==> src/rtl/rssb_seq.sv <==
// rssb_seq: instruction sequencer for the reverse-subtract, skip-if-borrow machine
module rssb_seq #(
  parameter int WIDTH = 8,
  parameter logic [WIDTH-1:0] RESET_PC = '0,
  parameter logic [WIDTH-1:0] HALT_ADDR = WIDTH'('h7F)
) (
  input  logic             clk,
  input  logic             rst,
  input  logic             start,
  output logic             mem_write,
  output logic [WIDTH-1:0] mem_addr,
  output logic [WIDTH-1:0] mem_wdata,
  input  logic [WIDTH-1:0] mem_rdata,
  output logic [WIDTH-1:0] pc,
  output logic [WIDTH-1:0] acc,
  output logic             busy,
  output logic             halted
);
  typedef enum logic [1:0] {IDLE, FETCH, EXEC, HALT} state_t;
  state_t state, next;
  logic [WIDTH-1:0] opnd;
  logic [WIDTH:0] diff;
  assign diff = {1'b0, mem_rdata} - {1'b0, acc};
  // state register
  always_ff @(posedge clk or posedge rst)
    if (rst) state <= IDLE;
    else state <= next;
  // next state and bus outputs, all decoded from the current state so reset clears them at once
  always_comb begin
    next = state;
    mem_write = 1'b0;
    mem_addr = pc;
    mem_wdata = diff[WIDTH-1:0];
    busy = 1'b0;
    halted = 1'b0;
    next = state == IDLE  ? (start ? FETCH : IDLE) :
           state == FETCH ? (mem_rdata == HALT_ADDR ? HALT : EXEC) :
           state == EXEC  ? FETCH :
                            (start ? FETCH : HALT);
    mem_write = state == EXEC;
    mem_addr = state == EXEC ? opnd : pc;
    busy = state == FETCH || state == EXEC;
    halted = state == HALT;
  end
  // datapath: latch operand, retire the subtract, skip on borrow, restart from halt
  always_ff @(posedge clk or posedge rst)
    if (rst) begin
      pc <= RESET_PC;
      acc <= '0;
      opnd <= '0;
    end else if (state == FETCH) opnd <= mem_rdata;
    else if (state == EXEC) begin
      acc <= diff[WIDTH-1:0];
      pc <= pc + (diff[WIDTH] ? WIDTH'(2) : WIDTH'(1));
    end else if (state == HALT && start) begin
      pc <= RESET_PC;
      acc <= '0;
    end
endmodule
==> config.mk <==
export PLATFORM = sky130hd
export DESIGN_NAME = rssb_seq
export DESIGN_NICKNAME = d
export VERILOG_FILES = /design/src/rtl/rssb_seq.sv
export SDC_FILE = /design/constraint.sdc
export NUM_CORES = 1
export LEC_CHECK = 0
export BUFFER_PORTS_ARGS = -buffer_cell sky130_fd_sc_hd__buf_4
export CAP_MARGIN = 20
export CORE_ASPECT_RATIO = 1.25
export CORE_MARGIN = 2
export CORE_UTILIZATION = 55
export DETAILED_ROUTE_END_ITERATION = 6
export GPL_TIMING_DRIVEN = 0
export HOLD_SLACK_MARGIN = 0.06
export PLACE_DENSITY = 0.86
export SLEW_MARGIN = 25
export SYNTH_ARGS = -nofsm -noshare
export SYNTH_HDL_FRONTEND = slang
export SYNTH_SLANG_ARGS = --single-unit
==> constraint.sdc <==
create_clock -name clk -period 5.7 [get_ports clk]
set_input_delay 0.855 -clock clk [delete_from_list [all_inputs] [get_ports clk]]
set_output_delay 0.855 -clock clk [all_outputs]
set_load 0.05 [all_outputs]
==> flow_results.org <==
** Place
- After legalization and detailed placement, the total HPWL measured 2947 um.
- In this run the tool buffered the top-level ports with 45 buffer cells.
- Global placement routability congestion :: 0.7898

** Synth
- The most used flip-flop cell after synthesis is sky130_fd_sc_hd__dfrtp_1.
- Of the total synthesized cell area, the portion taken by XOR and XNOR cells is 0.03587.
- Of the total synthesized cell area, the portion taken by full adders, half adders and majority gates is 0.1259.
- For this run, the register share of the synthesized area comes to 0.3807.
- Yosys mapped the design onto 39 distinct sky130hd cell types.
- Of the total synthesized cell area, the portion taken by AND, OR, NAND and NOR gates is 0.1442.
- Synthesis handed over a netlist of 173 instances.
- After synthesis, the share of cell area in mux cells is 0.1113.
- The area fraction in compound gates after synthesis came to 0.1354.
- Of the post-synthesis cell area, the dominant cell type holds 0.3807.
- The synthesized design contains 0 enable-type register cells.
- Counting flops and latches in the post-synthesis netlist gives 26.
- The synthesized netlist occupies a cell area of 1709 sq um.
- By area the synthesized netlist is led by sky130_fd_sc_hd__dfrtp_1 38%, sky130_fd_sc_hd__mux2_2 11%, sky130_fd_sc_hd__ha_1 10%.
- Counting every net in the synthesized netlist gives 200.
- Fraction of registers with async set/reset :: 1.000
- Avg Cell Area, Syn :: 9.879 sq um
- The Yosys step of the flow raised 0 warnings.
- Library cell with the largest summed area after synthesis :: sky130_fd_sc_hd__dfrtp_1
- By area, the combinational part of the netlist is dominated by simple AND/OR/NAND/NOR gates.

** CTS
- After clock tree synthesis, the clock-pin slew on the worst setup and hold paths is 140 ps.
- Clock tree synthesis selected as its root buffer the cell sky130_fd_sc_hd__clkbuf_4.
- For this design, the CTS-stage hold fixing added 0 buffers.
- The clock passes through at most 2 buffers.
- H-tree levels :: 1
- Clock latency at the later pin of the worst-skew pair :: 330 ps
- Resize count post-CTS :: 0
- Post-CTS setup buffers :: 0
- Clock tree synthesis found a total of 26 sinks.
- TritonCTS built the clock tree.
- Num CTS Buffers :: 3

** Cells and area
- Number of fill cells in the layout :: 244
- Seq. cell area :: 650.6 sq um
- Fraction of final layout cells with drive strength greater than 1 :: 0.3559
- For this run, the share of the core covered by cells in the final layout is 0.7226.
- Summing all multi-input logic gate instances after layout gives 944.7 sq um.
- Fin nets :: 250
- The repair_antennas step left the layout with diodes totalling 0.
- Area growth from synthesis to layout :: 24.52%

** Floorplanning
- Core region area :: 2945 sq um
- Number of I/O pins :: 46
- Die X :: 53.86 um
- Vertical die dimension :: 66.33 um
- Standard-cell row count :: 22
- The die covers 3572 sq um.
- The initial utilization of the core area, before any placement, comes to 0.5803.

** Global routing
- Largest net degree at the start of global routing :: 27
- Global route hottest layer :: met2
- Across every metal layer, demand over resource in global routing totals 0.2600.
- For met2 alone, demand over resource in global routing was 0.4588.
- Wire length of the first global-routing pass :: 6699 um
- Initial antenna violation count :: 0
- For this run, global-route usage on met1 was measured as 0.3105.
- Number of global-route vias before repair :: 1,474
- Global routing finished with a remaining overflow of 0.
- For met3 alone, demand over resource in global routing was 0.02262.

** Detailed routing
- Dividing the detail-routed via count by the number of cells gives 5.539.
- Antenna Violating Nets Remaining :: 0
- Iteration-0 DRC Markers :: 31
- In the routed design, unresolved DRC markers number 0.
- The pre-antenna-repair detailed-routing pass consisted of 4 iterations.
- Routed via count :: 1,429
- In the final routed layout, each cell accounts on average for 15.57 um.
- Final wirelength :: 4017 um

** Job
- The tool flagged a number of max-cap violations equal to 0.

** Outcome
- Run status :: finished, final reports clean

** Timing
- Max Freq :: 286.6 MHz
- The worst path needs 3490 ps of the cycle, external delays included.
- For the pin with the worst max-slew slack, the measured transition is 561.7 ps.
- Setup TNS :: 0 ps
- Setup repair after global routing left no endpoint under its margin.
- The number of slew-limit violations in the final report is 0.
- Final hold violation count :: 0
- Final setup violation count :: 0
- In the finished design, the share of the clock period the worst path needs comes to 0.6122.
- In this run the tightest slew margin relative to its limit is 0.6250.
- On the final layout, the worst clock skew is 11.55 ps.

** Critical path
- At the worst endpoint, the required time is 4850 ps.
- Of all nets on the critical path, the largest fanout is 3.
- At the worst endpoint, the arrival time is 2630 ps.
- Startpoint Class :: input pin
- Sort of element at the end of the critical path :: primary output
- CP Class :: in2out

** Hold path
- Worst min-delay path category :: reg2reg
-- cells by family after synthesis --
group | Yosys count
simple gates | 47
buf+inv | 24
mux | 17
xor+xnor | 7
compound gates | 36
fa+ha+maj | 16
flops | 26
-- layout make-up --
cell class	instances	share of cell area
multi-input cells	123	0.4439
flip-flops and latches	26	0.3057
repair buffers	45	0.1587
inverters	17	0.02998
plain buffers	7	0.02352
well taps	36	0.02116
clock buffers	4	0.01705
-- state kept, by name (all words and copies together) (netlist names) --
name   count
acc        8
state      2
opnd       8
pc         8
-- critical path, stage by stage --
cell and delay (ps):
sky130_fd_sc_hd__buf_4 90, sky130_fd_sc_hd__inv_1 50, sky130_fd_sc_hd__ha_1 250, sky130_fd_sc_hd__fa_1 430
sky130_fd_sc_hd__nor2b_1 130, sky130_fd_sc_hd__o21ai_0 120, sky130_fd_sc_hd__a21oi_1 220, sky130_fd_sc_hd__nor2_1 110
sky130_fd_sc_hd__xnor2_1 160, sky130_fd_sc_hd__buf_4 220
-- worst paths after layout --
check,from,to,slack (ps),cells past startpoint
worst min register to register,opnd[5],opnd[5],520,1
worst max register to register,acc[0],pc[7],2690,13
min in group asynchronous,rst,opnd[3],550,2
worst min-delay path,opnd[5],opnd[5],520,1
worst max-delay path,mem_rdata[0],mem_wdata[6],2210,10
max in group asynchronous,rst,opnd[6],4760,2
-- stage by stage --
stage	instances	hold WS [ps]	area [sq um]	worst slack, ps
3_3_place_gp	254	486.3	2092	2202
5_1_grt	258	537.6	2128	2039
6_report	258	522.0	2128	2210
4_1_cts	258	526.1	2128	2204
2_1_floorplan	173	474.9	1709	2023
3_5_place_dp	254	492.3	2092	2178
-- cell usage after synthesis, types with 3 or more instances --
master	count
sky130_fd_sc_hd__a21oi_1	7
sky130_fd_sc_hd__a22o_1	3
sky130_fd_sc_hd__buf_2	3
sky130_fd_sc_hd__dfrtp_1	26
sky130_fd_sc_hd__ha_1	14
sky130_fd_sc_hd__inv_1	16
sky130_fd_sc_hd__mux2_2	16
sky130_fd_sc_hd__nand2_1	18
sky130_fd_sc_hd__nand3_1	4
sky130_fd_sc_hd__nor2_1	11
sky130_fd_sc_hd__o21ai_0	12
sky130_fd_sc_hd__o21ai_2	3
sky130_fd_sc_hd__o31ai_1	4
sky130_fd_sc_hd__xnor2_1	5
-- per-layer routing --
metal / routed length [um] / vias up
met3: 130 / 10
met1: 1700 / 690
li1: - / 694
met2: 2117 / 35
met5: 0 / -
met4: 69 / 0
-- layout by cell type (no fill, tap or decap), drive strengths merged --
master and count:
buf 51, dfrtp 26, nand2 18, mux2 16
inv 16, o21ai 15, ha 14, nor2 11
a21oi 8, xnor2 5, clkbuf 5, nand3 4
o31ai 4, a22o 3, nor3 2, xor2 2
o21a 2, nor4b 2, fa 2, nor2b 2
or2 1, clkinv 1, nor4 1, nand2b 1
and3 1, a21o 1, o31a 1, and2b 1
a21boi 1, nor3b 1, nand4b 1, nand4 1
o22ai 1, mux2i 1
Power is not shown: default switching activity piles up to over one toggle a cycle in this logic, so the estimate is an artifact.
